File: src/rtl/alu_regfile_datapath.sv
// Execution core: 16x16 register file, ALU-control decoder and 16-bit ALU with registered result.
// Optional write-through forwarding on all read ports when DP_BYPASS_EN is defined.
module alu_regfile_datapath #(
  parameter int unsigned NREGS = 16,
  parameter int unsigned WIDTH = 16
) (
  input  logic             clock,
  input  logic             reset,
  input  logic             reg_write,
  input  logic [3:0]       rd_addr_a,
  input  logic [3:0]       rd_addr_b,
  input  logic [3:0]       wr_addr,
  input  logic [WIDTH-1:0] wr_data,
  output logic [WIDTH-1:0] rd_data_a,
  output logic [WIDTH-1:0] rd_data_b,
  input  logic [3:0]       dbg_addr,
  output logic [WIDTH-1:0] dbg_data,
  input  logic [1:0]       op_alu,
  input  logic [3:0]       opcode,
  input  logic [WIDTH-1:0] src_a,
  input  logic [WIDTH-1:0] src_b,
  output logic [3:0]       alu_ctl,
  output logic [WIDTH-1:0] alu_result,
  output logic [WIDTH-1:0] alu_out,
  output logic             zero,
  output logic             overflow
);

  localparam int unsigned MSB = WIDTH - 1;

  typedef enum logic [3:0] {
    FN_ADD   = 4'd0,
    FN_SUB   = 4'd1,
    FN_AND   = 4'd2,
    FN_OR    = 4'd3,
    FN_XOR   = 4'd4,
    FN_NOR   = 4'd5,
    FN_SLT   = 4'd6,
    FN_SLL   = 4'd7,
    FN_SRL   = 4'd8,
    FN_PASSB = 4'd9
  } alu_fn_e;

  logic [WIDTH-1:0] regs [NREGS];
  logic             byp_a;
  logic             byp_b;
  logic             byp_dbg;
  alu_fn_e          fn;

  // Register storage; r0 is never written so it stays zero
  always_ff @(posedge clock or posedge reset) begin
    if (reset) begin
      for (int i = 0; i < int'(NREGS); i++) regs[i] <= '0;
    end else if (reg_write && (wr_addr != 4'd0)) begin
      regs[wr_addr] <= wr_data;
    end
  end

`ifdef DP_BYPASS_EN
  assign byp_a   = reg_write && (rd_addr_a == wr_addr);
  assign byp_b   = reg_write && (rd_addr_b == wr_addr);
  assign byp_dbg = reg_write && (dbg_addr  == wr_addr);
`else
  assign byp_a   = 1'b0;
  assign byp_b   = 1'b0;
  assign byp_dbg = 1'b0;
`endif

  assign rd_data_a = (rd_addr_a == 4'd0) ? '0 : (byp_a   ? wr_data : regs[rd_addr_a]);
  assign rd_data_b = (rd_addr_b == 4'd0) ? '0 : (byp_b   ? wr_data : regs[rd_addr_b]);
  assign dbg_data  = (dbg_addr  == 4'd0) ? '0 : (byp_dbg ? wr_data : regs[dbg_addr]);

  // ALU-control decode from FSM op class and instruction opcode
  always_comb begin
    fn = FN_ADD;
    case (op_alu)
      2'b00: fn = FN_ADD;
      2'b01: fn = FN_SUB;
      2'b10: begin
        case (opcode)
          4'b0000: fn = FN_ADD;
          4'b0001: fn = FN_SUB;
          4'b0010: fn = FN_AND;
          4'b0011: fn = FN_OR;
          4'b0100: fn = FN_XOR;
          4'b0101: fn = FN_NOR;
          4'b0110: fn = FN_SLT;
          4'b0111: fn = FN_SLL;
          4'b1010: fn = FN_ADD;
          4'b1011: fn = FN_SRL;
          default: fn = FN_ADD;
        endcase
      end
      default: fn = FN_PASSB;
    endcase
  end

  assign alu_ctl = fn;

  // ALU datapath and flags
  always_comb begin
    alu_result = '0;
    overflow   = 1'b0;
    case (fn)
      FN_ADD: begin
        alu_result = src_a + src_b;
        overflow   = (src_a[MSB] == src_b[MSB]) && (alu_result[MSB] != src_a[MSB]);
      end
      FN_SUB: begin
        alu_result = src_a - src_b;
        overflow   = (src_a[MSB] != src_b[MSB]) && (alu_result[MSB] != src_a[MSB]);
      end
      FN_AND:   alu_result = src_a & src_b;
      FN_OR:    alu_result = src_a | src_b;
      FN_XOR:   alu_result = src_a ^ src_b;
      FN_NOR:   alu_result = ~(src_a | src_b);
      FN_SLT:   alu_result = ($signed(src_a) < $signed(src_b)) ? WIDTH'(1) : '0;
      FN_SLL:   alu_result = src_a << src_b[3:0];
      FN_SRL:   alu_result = src_a >> src_b[3:0];
      FN_PASSB: alu_result = src_b;
      default:  alu_result = '0;
    endcase
  end

  assign zero = (alu_result == '0);

  always_ff @(posedge clock or posedge reset) begin
    if (reset) alu_out <= '0;
    else       alu_out <= alu_result;
  end

endmodule

File: config.mk
export PLATFORM = sky130hd
export DESIGN_NAME = alu_regfile_datapath
export DESIGN_NICKNAME = d
export VERILOG_FILES = /design/src/rtl/alu_regfile_datapath.sv
export SDC_FILE = /design/constraint.sdc
export NUM_CORES = 1
export LEC_CHECK = 0
export CAP_MARGIN = 25
export CELL_PAD_IN_SITES_DETAIL_PLACEMENT = 1
export CELL_PAD_IN_SITES_GLOBAL_PLACEMENT = 1
export CORE_UTILIZATION = 43
export CTS_CLUSTER_DIAMETER = 60
export DETAILED_ROUTE_END_ITERATION = 10
export PLACE_DENSITY = 0.73
export SYNTH_ARGS = -nofsm -noshare
export SYNTH_HDL_FRONTEND = slang
export SYNTH_SLANG_ARGS = --single-unit
File: constraint.sdc
create_clock -name clock -period 11.01 [get_ports clock]
set_input_delay 1.101 -clock clock [delete_from_list [all_inputs] [get_ports clock]]
set_output_delay 1.101 -clock clock [all_outputs]
set_load 0.01 [all_outputs]
==> impl_metrics.ini <==
[route]
vias = 15200
drt_iter0_markers = 1322
drtPass1Iterations = 5
routed_via_density = 6.79
wire_per_inst_um = 30.7
drc = 0
wl_um = 68700
route.antenna.remaining_nets = 0

[worst_setup_path]
critPathSlowestCell = clkdlybuf4s50_1
cpPeakStageDelay_ns = 0.85
cp-end-kind = primary output
startpoint_type = input pin
required_ns = 9.91
cp_common_cell = clkdlybuf4s50_1
critPathArrivalTime_ns = 5.89
critical_path_class = in -> out
worstPathCellList = clkdlybuf4s50_1, nor2b_1, a32o_1, a221o_1, a2111oi_0, o21ai_0, nor4_1, nand2_1, nor4_2, clkdlybuf4s50_1
path_max_fanout = 16

[sta]
min_period_ns = 6.99
rsz0062_at_grt = false
hold_viol = 0
relSlewSlack_pct = 23.8
slew_violations = 0
fmax_mhz = 143
finClkSkew_ns = 0
setup_violations = 0
timing.final.crit_share_pct = 63.5
fin_tns_setup_ns = 0
worstMarginPinSlew_ns = 1.14

[floorplanning]
die_area_sq_um = 47700
core-area_sq_um = 45800
die_x_um = 219
io_pins = 159
initial_core_util_pct = 44.0
die_y_um = 219
rows = 78

[global_routing]
antenna_found_initial = 3
grtUsageMet1_pct = 39.7
use_met3_pct = 4.37
grt_pass1_vias = 16200
grtUsageMet2_pct = 48.6
overflow = 0
grt_start_max_net_pins = 124
grt_use_total_pct = 29.6
grt_pass1_wl_um = 105000
gr-max-usage-layer = met2

[power_and_ir_drop]
powerDensity_nw_per_um2 = 167
ir_drop_mv = 0.136
leakage_nw = 9.26
finalPower_mw = 3.92

[layout]
layout-drive-gt1-share_pct = 39.7
seq_area_sq_um = 6810
syn2layout_area_growth_pct = 16.5
finalNetCount = 1737
nFillCells = 4500
multiInputGateArea_sq_um = 12600

[logic_synthesis]
synth_top_family_by_area = multiplexers
synth_top_area_share_pct = 33.8
synth_compound_area_share_pct = 7.37
synthSimpleGateAreaFrac_pct = 7.40
ys_seq_area_share_pct = 33.8
synth_cells = 1533
synth-seq-cells = 272
yosysUniqueCellTypes = 83
synth_top_cell_by_area = dfrtp_1
synth.area.top_cells = dfrtp_1 34%, mux4_2 29%, mux2_2 14%, ha_1 3.0%, clkbuf_1 1.9%
synth_nets = 1657
synth_edf_count = 0
synth_xor_area_share_pct = 0.261
synth_ff_type = dfrtp_1
synth_fa_ha_area_share_pct = 3.24
synth_area_sq_um = 20200
yosysWarnings = 0
async_reset_ff_share_pct = 100
syn_area_per_cell_sq_um = 13.1
synthMuxAreaShare_pct = 43.9

[min_path]
hold_class = reg -> reg

[flow_run]
maxCapViolations = 0

[cts]
cts_sinks = 272
cts_resized = 0
ctsHoldBuffers = 0
tritoncts = done
clkSlewWorstSetupHoldPaths_ns = 0.06
cts_root_buf = clkbuf_16
cts-buffers-inserted = 37
postCtsSetupBuffers = 0
clockBufferDepth = 3
clk_latency_ns = 0.55
h-tree-depth = 2

[outcome]
status = finished clean

[placed_design]
dp_hpwl_um = 44700
globalplace.congestion = 0.964
io_buffers = 158
[placed cells by master, fill, tap and decap left out, types with 14 or more instances in the layout]
cell type,synthesis,final
mux2i_1,14,14
mux2_2,249,249
clkbuf_16,0,37
nor3_1,28,28
nand3_1,23,23
nor2b_1,59,58
nor2_1,35,26
mux4_2,262,262
o21ai_0,24,24
ha_1,49,49
nand2_1,43,43
a21oi_1,40,40
clkdlybuf4s50_1,0,148
inv_1,55,54
buf_4,0,34
dfrtp_1,272,272
[registers in the layout, summed over array words and instances, names as in the netlist]
register,flops
alu_out,16
regs,256
[layout make-up]
class	instances	area share, %
multi-input combinational	1052	53.6
sequential	272	29.0
timing repair buffer	192	7.90
clock buffer	48	4.37
tap	600	3.20
inverter	58	0.959
clock inverter	18	0.927
antenna	2	0.0213
[worst max-delay path: cells and delay by family]
family          cells  cell delay [ns]
compound gates      4             2.37
buf+inv             2             1.43
simple gates        4             0.98
[cells in the mapped netlist, types with 10 or more instances]
| cell type | number |
|---|---|
| a211oi_1 | 13 |
| a21oi_1 | 40 |
| buf_1 | 29 |
| buf_2 | 17 |
| clkbuf_1 | 102 |
| dfrtp_1 | 272 |
| ha_1 | 49 |
| inv_1 | 55 |
| mux2_2 | 249 |
| mux2i_1 | 14 |
| mux4_2 | 262 |
| nand2_1 | 43 |
| nand2b_1 | 11 |
| nand3_1 | 23 |
| nand4_1 | 10 |
| nor2_1 | 35 |
| nor2b_1 | 59 |
| nor3_1 | 28 |
| nor4_1 | 10 |
| o21ai_0 | 24 |
[kinds of logic after synthesis]
group	count (synthesis)
compound gates	200
fa+ha+maj	51
xor+xnor	6
simple gates	270
flops	272
buf+inv	209
mux	525
[final timing paths]
| check | start | endpoint | slack [ns] | cells after the start |
|---|---|---|---|---|
| min in group asynchronous | reset | alu_out[10] | 1.14 | 2 |
| min | regs[248] | regs[248] | 0.42 | 0 |
| max | opcode[1] | zero | 4.02 | 10 |
| max in group asynchronous | reset | regs[34] | 8.30 | 3 |
| max reg2reg | regs[191] | regs[191] | 10.18 | 1 |
| min reg2reg | regs[248] | regs[248] | 0.42 | 0 |
[through the flow]
step | setup slack (ns) | area [sq um] | std cells | hold slack (ns) | util, %
floorplan | 2.41 | 20200 | 1533 | 0.458 | -
global placement | 4.09 | 22100 | 2170 | 0.392 | 48.4
detailed placement | 4.14 | 22100 | 2170 | 0.404 | 48.4
CTS | 4.11 | 23400 | 2236 | 0.418 | 51.1
global route | 3.87 | 23500 | 2241 | 0.431 | 51.3
finish | 4.02 | 23500 | 2242 | 0.417 | 51.3
[per-layer routing]
layer,share of wire (%),wire length [um]
met3,6.1,4200
met5,0,0
met2,50,34100
met4,3.5,2380
met1,41,28000
[report_power, final]
group / internal, mW / switching (mW) / total, mW
logic: 0.755 / 0.505 / 1.26
registers: 1.22 / 0.207 / 1.42
clock network: 0.720 / 0.514 / 1.23
(Power assumes the default switching activity.)
==> edit 1, RTL diff (same flow settings) <==
Build with the macro `DP_BYPASS_EN` defined.
--- a/src/rtl/alu_regfile_datapath.sv
+++ b/src/rtl/alu_regfile_datapath.sv
@@ -1,5 +1,7 @@
 // Execution core: 16x16 register file, ALU-control decoder and 16-bit ALU with registered result.
 // Optional write-through forwarding on all read ports when DP_BYPASS_EN is defined.
+`define DP_BYPASS_EN
+
 module alu_regfile_datapath #(
   parameter int unsigned NREGS = 16,
   parameter int unsigned WIDTH = 16
Check against the original RTL: not equivalent (a bounded check fails within 4 cycles, from zero or initial values and one cycle with reset high).
==> edit 1 against the original RTL <==
  * Power rose by 2.7%
  * Worst setup slack got worse by 0.023 ns
  * Final cell count rose by 3.3%
  * Sequential cell count did not move
  * Count of clock-buffer cells in the layout did not move
  * Design area rose by 2.3%
  * Wire length rose by 5.9%
  * Non-clock buffer count rose by 3
  * Register-to-register slack got worse by 0.05 ns
  * Synthesized cell count rose by 4.5%
  * Maximum frequency fell by 0.32%
  * Synthesized area rose by 2.5%
  * Highest routed layer unchanged
==> edit 1: results (changes against the original RTL) <==
WHS = 0.4175 ns (+0.0007920 ns)
Post-Place Cells = 2,242 (+3.3%)
Sequential power share = 35.6% (-0.7 points)
Fraction of layout cells with a size suffix above 1 = 38.41% (-1.3 points)
Clk buf depth = 3 (unchanged)
Sequential area share after synthesis = 32.96% (-0.81 points)
Vias in the first global route = 16.90k (+4.3%)
Worst reg-to-reg path cell count = 1 (unchanged)
GP Congestion = 0.9381 (-2.7%)
Initial antenna violation count = 0 (-3)
CP top delay family = buffers and inverters
Reg2Reg Launch Point = regs[137]
CP Launch Point = src_b[2]
Largest stage delay on the critical path = 0.61 ns (-0.24 ns)
DR vias = 15.85k (+4.1%)
N_diodes = 0 (-2)
Layout Utilization = 51.16% (-0.14 points)
LEAKAGE = 9.822 nW (+6.1%)
P_clk = 1.29 mW (+5%)
Post-synth top cells = dfrtp_1 (272), mux4_2 (259), mux2_2 (248)
DRT iter0 DRCs = 1,527 (+16%)
Slowest cell on the critical path = ha_1
Post-Syn Nets = 1,726 (+4.2%)
H-tree levels = 2 (unchanged)
Syn Area/Cell = 12.89 um^2 (-2.0%)
Post-synth cell types = 77 (-7.2%)
Num CTS Buffers = 38 (+2.7%)
Dpl hpwl = 45,540 um (+1.9%)
Status = finished clean
# fillers = 4,597 (+2.2%)
Crit path max fanout = 40 (+24)
R2r endpoint = regs[137]
Flop-to-flop setup slack = 10.13 ns (-0.05 ns)
WL final = 72,790 um (+5.9%)
Clk root buf = clkbuf_16
Nets = 1,802 (+3.7%)
Area contributors post-synth = dfrtp_1 (33%), mux4_2 (28%), mux2_2 (14%)
Final std cells w/o fill = 2,315 (+3.3%)
Worst EP arrival = 5.91 ns (+0.02 ns)
Tcrit/Tclk final = 63.70% (+0.21 points)
VDD IR max = 0.0001187 V (-13%)
Largest net degree at the start of global routing = 128 (+3.2%)
GRT Util Overall = 30.23% (+0.63 points)
Hold Crit Start = regs[247]
Worst Hold Endpoint = regs[247]
Worst slack, placed = 4.087 ns (-0.04982 ns)
Switch share = 31.49% (+0.21 points)
First-pass GRT wire length = 111,100 um (+5.5%)
Post-DP Area = 0.02263 mm^2 (+2.2%)
[edit 1: cell families (layout without fill, tap and decap cells)]
kind of cell / after synthesis / in the layout / synth area share (%)
DFF: 272 / 272 / 32.96
AOI/OAI and AO/OA: 180 / 180 / 6.531
muxes: 577 / 577 / 45.56
xor gates and xnor gates: 14 / 14 / 0.5938
and+or+nand+nor: 294 / 294 / 6.798
adders and majority gates: 51 / 51 / 3.163
buffers and inverters: 214 / 320 / 4.399
[edit 1: final cells by class]
| class | instances | area share, % |
|---|---|---|
| clock buffers | 48 | 4.370 |
| clock inverters | 22 | 1.078 |
| inverters | 55 | 0.8907 |
| multi-input cells | 1116 | 54.32 |
| flip-flops and latches | 272 | 28.34 |
| well taps | 607 | 3.162 |
| repair buffers | 195 | 7.845 |
[edit 1: layer usage]
layer	up-vias	wire length, um	GRT usage [%]
met3	164	5937	7.223
met2	757	35040	48.28
met5	-	0	0
li1	6436	-	-
met1	8497	29490	40.29
met4	0	2327	10.78
==> edit 2, RTL diff (same settings) <==
Made on the original files. Remove the case item `FN_SLL` of the case on `fn`.
--- a/src/rtl/alu_regfile_datapath.sv
+++ b/src/rtl/alu_regfile_datapath.sv
@@ -115,7 +115,6 @@
       FN_XOR:   alu_result = src_a ^ src_b;
       FN_NOR:   alu_result = ~(src_a | src_b);
       FN_SLT:   alu_result = ($signed(src_a) < $signed(src_b)) ? WIDTH'(1) : '0;
-      FN_SLL:   alu_result = src_a << src_b[3:0];
       FN_SRL:   alu_result = src_a >> src_b[3:0];
       FN_PASSB: alu_result = src_b;
       default:  alu_result = '0;
Behaviour: not the same (a bounded check fails within 4 cycles, from zero or initial values and one cycle with reset high).
==> edit 2 against the original RTL <==
  * Worst setup slack got worse by 0.29 ns
  * Clock skew stayed put
  * Synthesized area shrank 4.5%
  * Sequential share of layout area grew 1.2 points
  * Global-route usage decreased by 1.2 points
  * Power fell by 2.9%
  * Design area decreased by 4.1%
  * Sequential cell count stayed put
  * Wire length decreased by 8.9%
  * First-iteration DRC count decreased by 22%
  * Critical path type unchanged
==> edit 2: results (changes against the original RTL) <==
Largest stage delay on the critical path = 0.91 ns (+0.06 ns)
XOR/XNOR Fraction of Synth Area = 0.3187% (+0.058 points)
Clock share of power = 30.8% (-0.7 points)
WL final = 62,630 um (-8.9%)
Synth Area in Adders = 3.330% (+0.089 points)
P_clk = 1.17 mW (-5%)
Final std cells w/o fill = 2,136 (-4.7%)
Net switching power figure = 1.155 mW (-5.8%)
Num CTS Buffers = 36 (-2.7%)
Post-synth cell types = 72 (-13%)
First-pass GRT wire length = 96,100 um (-8.7%)
Fraction of layout cells with a size suffix above 1 = 40.35% (+0.65 points)
Area growth from synthesis to layout = 17.04%
Met1 usage = 37.02% (-2.7 points)
Status = finished clean
Worst Max-Slew Pin Slew = 1.013 ns (-0.1298 ns)
GRT met2 Usage = 47.62% (-1.0 points)
LEAKAGE = 8.977 nW (-3.0%)
Dpl hpwl = 39,590 um (-11%)
Post-DP Area = 0.02132 mm^2 (-3.7%)
DR vias = 14.02k (-7.9%)
Initial antenna violation count = 2 (-1)
GP Congestion = 0.9047 (-6.1%)
Vias in the first global route = 15.00k (-7.4%)
GRT Util Overall = 28.44% (-1.2 points)
VDD IR max = 0.0001254 V (-8.0%)
Post-synth top cells = dfrtp_1 (272), mux4_2 (251), mux2_2 (243)
Largest net degree at the start of global routing = 163 (+31%)
Worst EP arrival = 6.18 ns (+0.29 ns)
Met3 Usage GRT = 3.808% (-0.56 points)
[edit 2: area by class of cell]
type,instances,area (um^2)
inverter,54,210.2
tap,592,740.7
clock buffer,47,1002
timing repair buffer,191,1854
fill,4315,21700
clock inverter,17,173.9
multi-input combinational,963,11730
sequential,272,6807
[edit 2: path summary, 6_finish.rpt]
kind | from | end | slack (ns) | depth (start not counted)
min reg2reg | regs[250] | regs[250] | 0.42 | 0
min in group asynchronous | reset | alu_out[3] | 1.11 | 2
max reg2reg | regs[125] | regs[125] | 10.18 | 1
max | src_b[0] | zero | 3.73 | 13
min | regs[250] | regs[250] | 0.42 | 0
max in group asynchronous | reset | regs[253] | 8.55 | 3
[edit 2: worst max-delay path: cells and delay by family]
| family | cells | cell delay [ns] |
|---|---|---|
| buf+inv | 2 | 1.50 |
| compound gates | 6 | 1.46 |
| simple gates | 3 | 1.18 |
| fa+ha+maj | 2 | 0.92 |
